===== config.mk =====
export PLATFORM = sky130hd
export DESIGN_NAME = reg_access_arbiter
export DESIGN_NICKNAME = d
export VERILOG_FILES = /design/src/rtl/reg_access_arb_pkg.sv /design/src/rtl/reg_access_arbiter_rr.sv /design/src/rtl/reg_access_arbiter.sv
export SDC_FILE = /design/constraint.sdc
export NUM_CORES = 1
export LEC_CHECK = 0
export CORE_AREA = 2 2 112 114
export DETAILED_ROUTE_END_ITERATION = 6
export DIE_AREA = 0 0 114 116
export HOLD_SLACK_MARGIN = 0.08
export PLACE_DENSITY = 0.79
export SYNTH_ARGS = -nofsm -noshare
export SYNTH_HDL_FRONTEND = slang
export SYNTH_SLANG_ARGS = --single-unit

===== constraint.sdc =====
create_clock -name clk -period 1.75 [get_ports clk]
set_input_delay 0.35 -clock clk [delete_from_list [all_inputs] [get_ports clk]]
set_output_delay 0.35 -clock clk [all_outputs]
set_load 0.01 [all_outputs]

===== src/rtl/reg_access_arb_pkg.sv =====
// Shared constants for the register-access arbiter: FSM encoding and timeout sizing.
package reg_access_arb_pkg;

    typedef enum logic [1:0] {
        ST_IDLE   = 2'd0,
        ST_ACCESS = 2'd1,
        ST_RESP   = 2'd2
    } arb_state_t;

    localparam int TIMEOUT_CNT_WIDTH      = 16;
    localparam int DEFAULT_TIMEOUT_CYCLES = 255;

endpackage


===== src/rtl/reg_access_arbiter_rr.sv =====
// Combinational round-robin picker: first requester at or after ptr, wrapping.
module rr_arbiter #(
    parameter  int NUM_REQ = 2,
    localparam int IDX_W   = (NUM_REQ > 1) ? $clog2(NUM_REQ) : 1
) (
    input  logic [NUM_REQ-1:0] req,
    input  logic [IDX_W-1:0]   ptr,
    output logic [NUM_REQ-1:0] gnt,
    output logic [IDX_W-1:0]   gnt_idx
);

    logic found;
    int   cand;

    always_comb begin
        gnt     = '0;
        gnt_idx = '0;
        found   = 1'b0;
        cand    = 0;
        for (int i = 0; i < NUM_REQ; i++) begin
            cand = int'(ptr) + i;
            if (cand >= NUM_REQ) cand = cand - NUM_REQ;
            if (!found && req[cand]) begin
                found     = 1'b1;
                gnt[cand] = 1'b1;
                gnt_idx   = IDX_W'(cand);
            end
        end
    end

endmodule


===== src/rtl/reg_access_arbiter.sv =====
// Shares one reg_wr_*/reg_rd_* port among NUM_REQ requesters, one access in flight.
// Define REG_ACCESS_ARB_TIMEOUT_EN to abort accesses after TIMEOUT_CYCLES with rsp_err.
module reg_access_arbiter
    import reg_access_arb_pkg::*;
#(
    parameter int NUM_REQ        = 2,
    parameter int ADDR_WIDTH     = 16,
    parameter int DATA_WIDTH     = 32,
    parameter int STRB_WIDTH     = DATA_WIDTH / 8,
    parameter int TIMEOUT_CYCLES = DEFAULT_TIMEOUT_CYCLES
) (
    input  logic                             clk,
    input  logic                             rst,
    input  logic [NUM_REQ-1:0]               req_valid,
    input  logic [NUM_REQ-1:0]               req_we,
    input  logic [NUM_REQ*ADDR_WIDTH-1:0]    req_addr,
    input  logic [NUM_REQ*DATA_WIDTH-1:0]    req_wdata,
    input  logic [NUM_REQ*STRB_WIDTH-1:0]    req_strb,
    output logic [NUM_REQ-1:0]               req_ready,
    output logic [NUM_REQ-1:0]               rsp_valid,
    output logic [DATA_WIDTH-1:0]            rsp_rdata,
    output logic                             rsp_err,
    output logic [ADDR_WIDTH-1:0]            reg_wr_addr,
    output logic [DATA_WIDTH-1:0]            reg_wr_data,
    output logic [STRB_WIDTH-1:0]            reg_wr_strb,
    output logic                             reg_wr_en,
    input  logic                             reg_wr_wait,
    input  logic                             reg_wr_ack,
    output logic [ADDR_WIDTH-1:0]            reg_rd_addr,
    output logic                             reg_rd_en,
    input  logic [DATA_WIDTH-1:0]            reg_rd_data,
    input  logic                             reg_rd_wait,
    input  logic                             reg_rd_ack
);

    localparam int IDX_W = (NUM_REQ > 1) ? $clog2(NUM_REQ) : 1;

    if (NUM_REQ < 2 || NUM_REQ > 8) begin : g_bad_num_req
        $error("reg_access_arbiter: NUM_REQ must be 2..8");
    end
    if (STRB_WIDTH != DATA_WIDTH / 8) begin : g_bad_strb
        $error("reg_access_arbiter: STRB_WIDTH must be DATA_WIDTH/8");
    end
    if (TIMEOUT_CYCLES < 1 || TIMEOUT_CYCLES >= 2**TIMEOUT_CNT_WIDTH) begin : g_bad_tmo
        $error("reg_access_arbiter: TIMEOUT_CYCLES out of counter range");
    end

    typedef struct packed {
        logic                  we;
        logic [ADDR_WIDTH-1:0] addr;
        logic [DATA_WIDTH-1:0] wdata;
        logic [STRB_WIDTH-1:0] strb;
    } acc_t;

    // Packed 2-D views line up with the flat ports: element i is slice i.
    logic [NUM_REQ-1:0][ADDR_WIDTH-1:0] addr_arr;
    logic [NUM_REQ-1:0][DATA_WIDTH-1:0] wdata_arr;
    logic [NUM_REQ-1:0][STRB_WIDTH-1:0] strb_arr;

    assign addr_arr  = req_addr;
    assign wdata_arr = req_wdata;
    assign strb_arr  = req_strb;

    arb_state_t            state_q, state_d;
    acc_t                  acc_q;
    logic [IDX_W-1:0]      ptr_q, gnt_idx_q, arb_idx;
    logic [NUM_REQ-1:0]    gnt_oh_q, arb_gnt;
    logic [DATA_WIDTH-1:0] rdata_q;
    logic                  accept, done, timeout;

    rr_arbiter #(.NUM_REQ(NUM_REQ)) u_rr (
        .req     (req_valid),
        .ptr     (ptr_q),
        .gnt     (arb_gnt),
        .gnt_idx (arb_idx)
    );

    assign accept = (state_q == ST_IDLE) && (|req_valid) && !rst;
    // Only the ack matching the latched direction, and only while not stalled, completes.
    assign done   = acc_q.we ? (reg_wr_ack & ~reg_wr_wait) : (reg_rd_ack & ~reg_rd_wait);

`ifdef REG_ACCESS_ARB_TIMEOUT_EN
    localparam logic [TIMEOUT_CNT_WIDTH-1:0] TMO_LAST = TIMEOUT_CNT_WIDTH'(TIMEOUT_CYCLES - 1);

    logic [TIMEOUT_CNT_WIDTH-1:0] tmo_cnt_q;
    logic                         err_q;

    // A qualified ack on the limit cycle wins over the abort.
    assign timeout = (state_q == ST_ACCESS) && !done && (tmo_cnt_q == TMO_LAST);
    assign rsp_err = err_q;

    always_ff @(posedge clk) begin
        if (rst) begin
            tmo_cnt_q <= '0;
            err_q     <= 1'b0;
        end else begin
            if (accept)
                tmo_cnt_q <= '0;
            else if (state_q == ST_ACCESS)
                tmo_cnt_q <= tmo_cnt_q + TIMEOUT_CNT_WIDTH'(1);
            if (state_q == ST_ACCESS && (done || timeout))
                err_q <= timeout;
        end
    end
`else
    assign timeout = 1'b0;
    assign rsp_err = 1'b0;
`endif

    always_comb begin
        state_d   = state_q;
        req_ready = '0;
        rsp_valid = '0;
        reg_wr_en = 1'b0;
        reg_rd_en = 1'b0;
        case (state_q)
            ST_IDLE: begin
                if (accept) begin
                    req_ready = arb_gnt;
                    state_d   = ST_ACCESS;
                end
            end
            ST_ACCESS: begin
                reg_wr_en = acc_q.we;
                reg_rd_en = !acc_q.we;
                if (done || timeout) state_d = ST_RESP;
            end
            ST_RESP: begin
                rsp_valid = gnt_oh_q;
                state_d   = ST_IDLE;
            end
            default: state_d = ST_IDLE;
        endcase
    end

    always_ff @(posedge clk) begin
        if (rst) begin
            state_q   <= ST_IDLE;
            ptr_q     <= '0;
            gnt_idx_q <= '0;
            gnt_oh_q  <= '0;
            acc_q     <= '0;
            rdata_q   <= '0;
        end else begin
            state_q <= state_d;
            if (accept) begin
                gnt_idx_q <= arb_idx;
                gnt_oh_q  <= arb_gnt;
                acc_q     <= '{we:    req_we[arb_idx],
                               addr:  addr_arr[arb_idx],
                               wdata: wdata_arr[arb_idx],
                               strb:  strb_arr[arb_idx]};
            end
            if (state_q == ST_ACCESS && (done || timeout))
                rdata_q <= (acc_q.we || !done) ? '0 : reg_rd_data;
            if (state_q == ST_RESP)
                ptr_q <= (gnt_idx_q == IDX_W'(NUM_REQ - 1)) ? '0 : gnt_idx_q + IDX_W'(1);
        end
    end

    assign reg_wr_addr = acc_q.addr;
    assign reg_wr_data = acc_q.wdata;
    assign reg_wr_strb = acc_q.strb;
    assign reg_rd_addr = acc_q.addr;
    assign rsp_rdata   = rdata_q;

endmodule


# Word level (Yosys, flattened, before mapping)
# Cells that the tools add are included.
# classes
addsub	4
n_bitwise	5
eq_ne	4
n_lt_le_gt_ge	7
reduce_logical	14
muxes	36
# ops
op	n
$mux W32	5
$ge A32 B1 Y1 const B	2
$lt A32 B3 Y1 const B	2
$ge A32 B3 Y1 const B	1
$mux W16	2
$sub A32 B3 Y32 const B	1
$mux W1	17
$mux W2	7
$mux W4	2
$logic_and A1 B1 Y1	6
$logic_not A1 Y1	4
$ne A2 B2 Y1 const B	2
$pmux W2 S2	1
$sub A1 B2 Y3 const B	1
$add A1 B1 Y2 const B	1
$and A1 B1 Y1	2
$demux W1 S1	2
$eq A2 B1 Y1 const B	1
$eq A2 B2 Y1 const B	1
$ge A1 B2 Y1 const B	1
$logic_not A2 Y1	1
$lt A1 B2 Y1 const B	1
$not A1 Y1	2
$or A2 B2 Y2	1
other kinds (4)	4
# totals
wordCells	79
input_bits	146
reg_bits	91
output_inout_bits	107

# Longest topological paths before layout
# depth
depth_word	11
depth_mapped	6
ltp_nobuf	3

# Hierarchy
# From an unflattened synthesis, not the netlist that was laid out.
# hier_totals
cells_unflattened	461
hier_area_um2	4685.7
# by_module_without_submodules
module	area_each_um2	n_inst	seq_area_each_um2	cells_per_inst
reg_access_arbiter	4655.7	1	1821.7	457
rr_arbiter	30.0	1	0.0	4

# Least setup slack after synthesis
# OpenSTA, ideal clock, no wires.
# synth_timing
kind	input to output
startpoint	input rst
endpoint	output req_ready[1]
n_path_buf	1
path_slack_ps	92
required_time_ps	1400
t_arrival_ps	1308
path_stages	4
cell_sequence	buf_6 > or3_1 > or3_1 > inv_1
# synth_between
elab_chain_len	4
# synth_lines
item	line_no	source
from (decl)	reg_access_arbiter.sv:13	input logic rst,
$logic_not A1 Y1	reg_access_arbiter.sv:78	assign accept = (state_q == ST_IDLE) && (|req_valid) && !rst;
$logic_and A1 B1 Y1	reg_access_arbiter.sv:78	
$mux W2	reg_access_arbiter.sv:118	if (accept) begin
$mux W2	reg_access_arbiter.sv:116	case (state_q)
to (decl)	reg_access_arbiter.sv:19	output logic [NUM_REQ-1:0] req_ready,
# No other way between the ends.

# Final worst setup path
# layout_timing
startpoint	register state_q[1]
endpoint	output req_ready[1]
# layout_between
elab_chain_len	5
# layout_lines
item	line_no	source
from (decl)	reg_access_arbiter.sv:64	arb_state_t state_q, state_d;
from (signal assigned)	reg_access_arbiter.sv:145	state_q <= state_d;
$logic_not A2 Y1 *	reg_access_arbiter.sv:78, reg_access_arbiter.sv:116	
$logic_and A1 B1 Y1 (2 in a row)	reg_access_arbiter.sv:78	
$mux W2	reg_access_arbiter.sv:118	
$mux W2 *	reg_access_arbiter.sv:116	
# Every way passes the cells marked *; elsewhere a longest branch is shown, timed or not.

==> metrics.txt <==
status=finished, violations left; failing checks=negative setup slack; Distinct cells, synth=29; hold-fix buffers at CTS=0; drt total wl=roughly 15000 µm; Inserted Diodes=0; initial antenna violation count=0; Post-Syn Nets=642; CTS H-tree lvls=3; Final Hold Viols=0; design area=7070 µm²; RSZ-0062 raised after global routing=true; Clock transition at path regs=0.06 ns; fmax=514 MHz; total CTS buffers=9; Multi-input gate area=2000 µm²; Via density=5.57; FFs w/ async S/R, synth=0%; CTS max path bufs=2; slowest cell delay on critical path=0.41 ns; core box area=11900 µm²; port bufs=around 250; Slew Viols, Final=0; Die W=114 µm; Filler Cell Count=1007; most frequent CP cell=or3_4; max-cap violations=0; commonest cells in the netlist=dfxtp_1 (91), buf_4 (69), a21oi_1 (57); relative slew slack=65.8%; Sequential Power Share=41.6%; largest net degree at the start of global routing=between 70 and 80; GRT Overall Usage=approximately 22%; first drt pass iteration count=4; sequence of cells on the critical path=or3_4, or3_4, inv_2, buf_6; Lkg Pwr=2.61 nW; share of cells above drive strength 1=14.5%; combinational power share=24.6%; Seq. cell area=about 1800 µm²; Pwr Total=around 5.5 mW; CP endpoint kind=output port; final net count=809; Pwr Density=~780 nW/µm²; top-count cell post-synth=dfxtp_1; top-area cell type share of the netlist area=39.9%; number of global-route vias before repair=4580; part of the cycle the worst path needs=111%; DRT iter0 DRCs=462; post-route minimum period=1.95 ns; RePlAce Congestion=0.777; dpl cell area=6770 µm²; WL/cell=18.1 µm; Post-synth EDFFs=0; dominant cell type by area after synthesis=dfxtp_1; Slowest-stage cell, CP=or3_4; row count=40; Sink Count=91; sequential-to-total area share from yosys stat=about two fifths; Crit Path Class=register to output port; hpwl dp=~10000 µm; die area=13200 µm²; clock skew=around 0.0088 ns; Remaining DRCs=0; CP Max Fanout=2; crit path setup slack, layout=-0.196 ns; clk_lat worst skew=0.34 ns; ranking of synthesized cells by area=dfxtp_1 (40%), buf_4 (11%), a311oi_1 (10%); worst path arrival time=1.60 ns; initial core utilization=38.4%; CTS Root Cell=clkbuf_16; Syn. warnings=0; hold crit path type=primary input to register; Clock Power Share=between 30% and 40%; Avg Cell Area, Syn=around 9.2 µm²; final setup fails=1; Area Growth Syn to Fin=54.8%; die height=116 µm; first-pass GRT wire length=22900 µm; I/O pin count=253; NetSw=1.49 mW; mapped cell area=approximately 4600 µm²; Worst EP required=between 1 and 1.5 ns; Power Internal=4.02 mW; Worst-Margin Slew=0.512 ns; TritonCTS clock tree=yes; critical path startpoint category=register; flop and latch count out of synthesis=91; Synth Instances=496; grt ovf=0; Peak VDD IR=605 µV; sw frac=27.1%; Routed Antenna Nets=0; via count=4539; Main synth FF type=dfxtp_1; worst hold margin=0.444 ns
==> sequential cells by signal, summed over array words and instances (netlist names) <==
name and cells:
gnt_oh_q 2, gnt_idx_q 1, acc_q 1, reg_rd_addr 16, ptr_q 1, reg_wr_data 32
rsp_rdata 32, reg_wr_strb 4, state_q 2
==> routing by layer <==
metal,up-vias,global-route usage [%],wire (µm)
met5,-,0,0
met2,184,37.7,7530
met4,0,8.46,316
met1,2186,25.8,5790
li1,2147,-,-
met3,22,5.96,1070
==> timing repair <==
item,CTS,global route
setup buffers,2,1
cloned,0,0
resized for setup,20,13
pin swaps,1,2
endpoints found under the setup margin,9,8
==> final cells by class <==
cell class	count	share of cell area [%]
well taps	147	2.60
multi-input cells	276	28.3
flip-flops and latches	91	25.8
clock inverters	6	0.708
repair buffers	280	38.9
clock buffers	10	3.38
inverters	5	0.265
==> cell usage in the layout (no fill, tap or decap), types with 4 or more instances in the layout <==
cell type / count
buf_2: 4
clkdlybuf4s50_1: 242
dfxtp_1: 89
a32o_2: 30
a21oi_1: 57
buf_4: 23
nand3b_1: 53
clkbuf_16: 9
buf_12: 4
nor2_1: 5
a311oi_1: 53
o21ai_0: 52
==> logic make-up after synthesis <==
| kind of cell | Yosys count | synth area share, % |
|---|---|---|
| compound gates | 201 | 30.9 |
| simple gates | 74 | 12.0 |
| buf+inv | 129 | 17.1 |
| other cells | 1 | 0.0821 |
| flops | 91 | 39.9 |
==> stage by stage <==
stage	utilization [%]	instances	TNS [ns]	setup WS, ns
6_report	59.4	815	-0.196	-0.196
4_1_cts	59.4	815	-0.237	-0.237
3_5_place_dp	56.8	797	-20.84	-0.547
3_3_place_gp	56.8	797	-17.21	-0.532
5_1_grt	59.4	815	-0.261	-0.261
2_1_floorplan	-	496	0	0.0922
==> critical path, delay by kind of cell, from the launching register on <==
| kind | cells | cell delay (ns) |
|---|---|---|
| AND/OR/NAND/NOR | 2 | 0.78 |
| flip-flops | 1 | 0.32 |
| buffers and inverters | 2 | 0.16 |
==> power by group through the flow <==
stage	sequential, mW	combinational (mW)	clock (mW)
global placement	2.33	1.33	0
CTS	2.29	1.36	1.91
global route	2.31	1.46	2.01
floorplan	2.33	0.731	0
detailed placement	2.34	1.35	0
finish	2.29	1.36	1.87
==> final timing paths <==
check              from       endpoint  slack (ns)  cells past startpoint
max          state_q[1]   req_ready[1]       -0.20                      4
max reg2reg  state_q[1]  rsp_rdata[17]        0.07                      5
min reg2reg   gnt_idx_q      gnt_idx_q        0.48                      2
min                 rst      gnt_idx_q        0.44                      3
No activity file was read; power rests on OpenSTA's default activity.
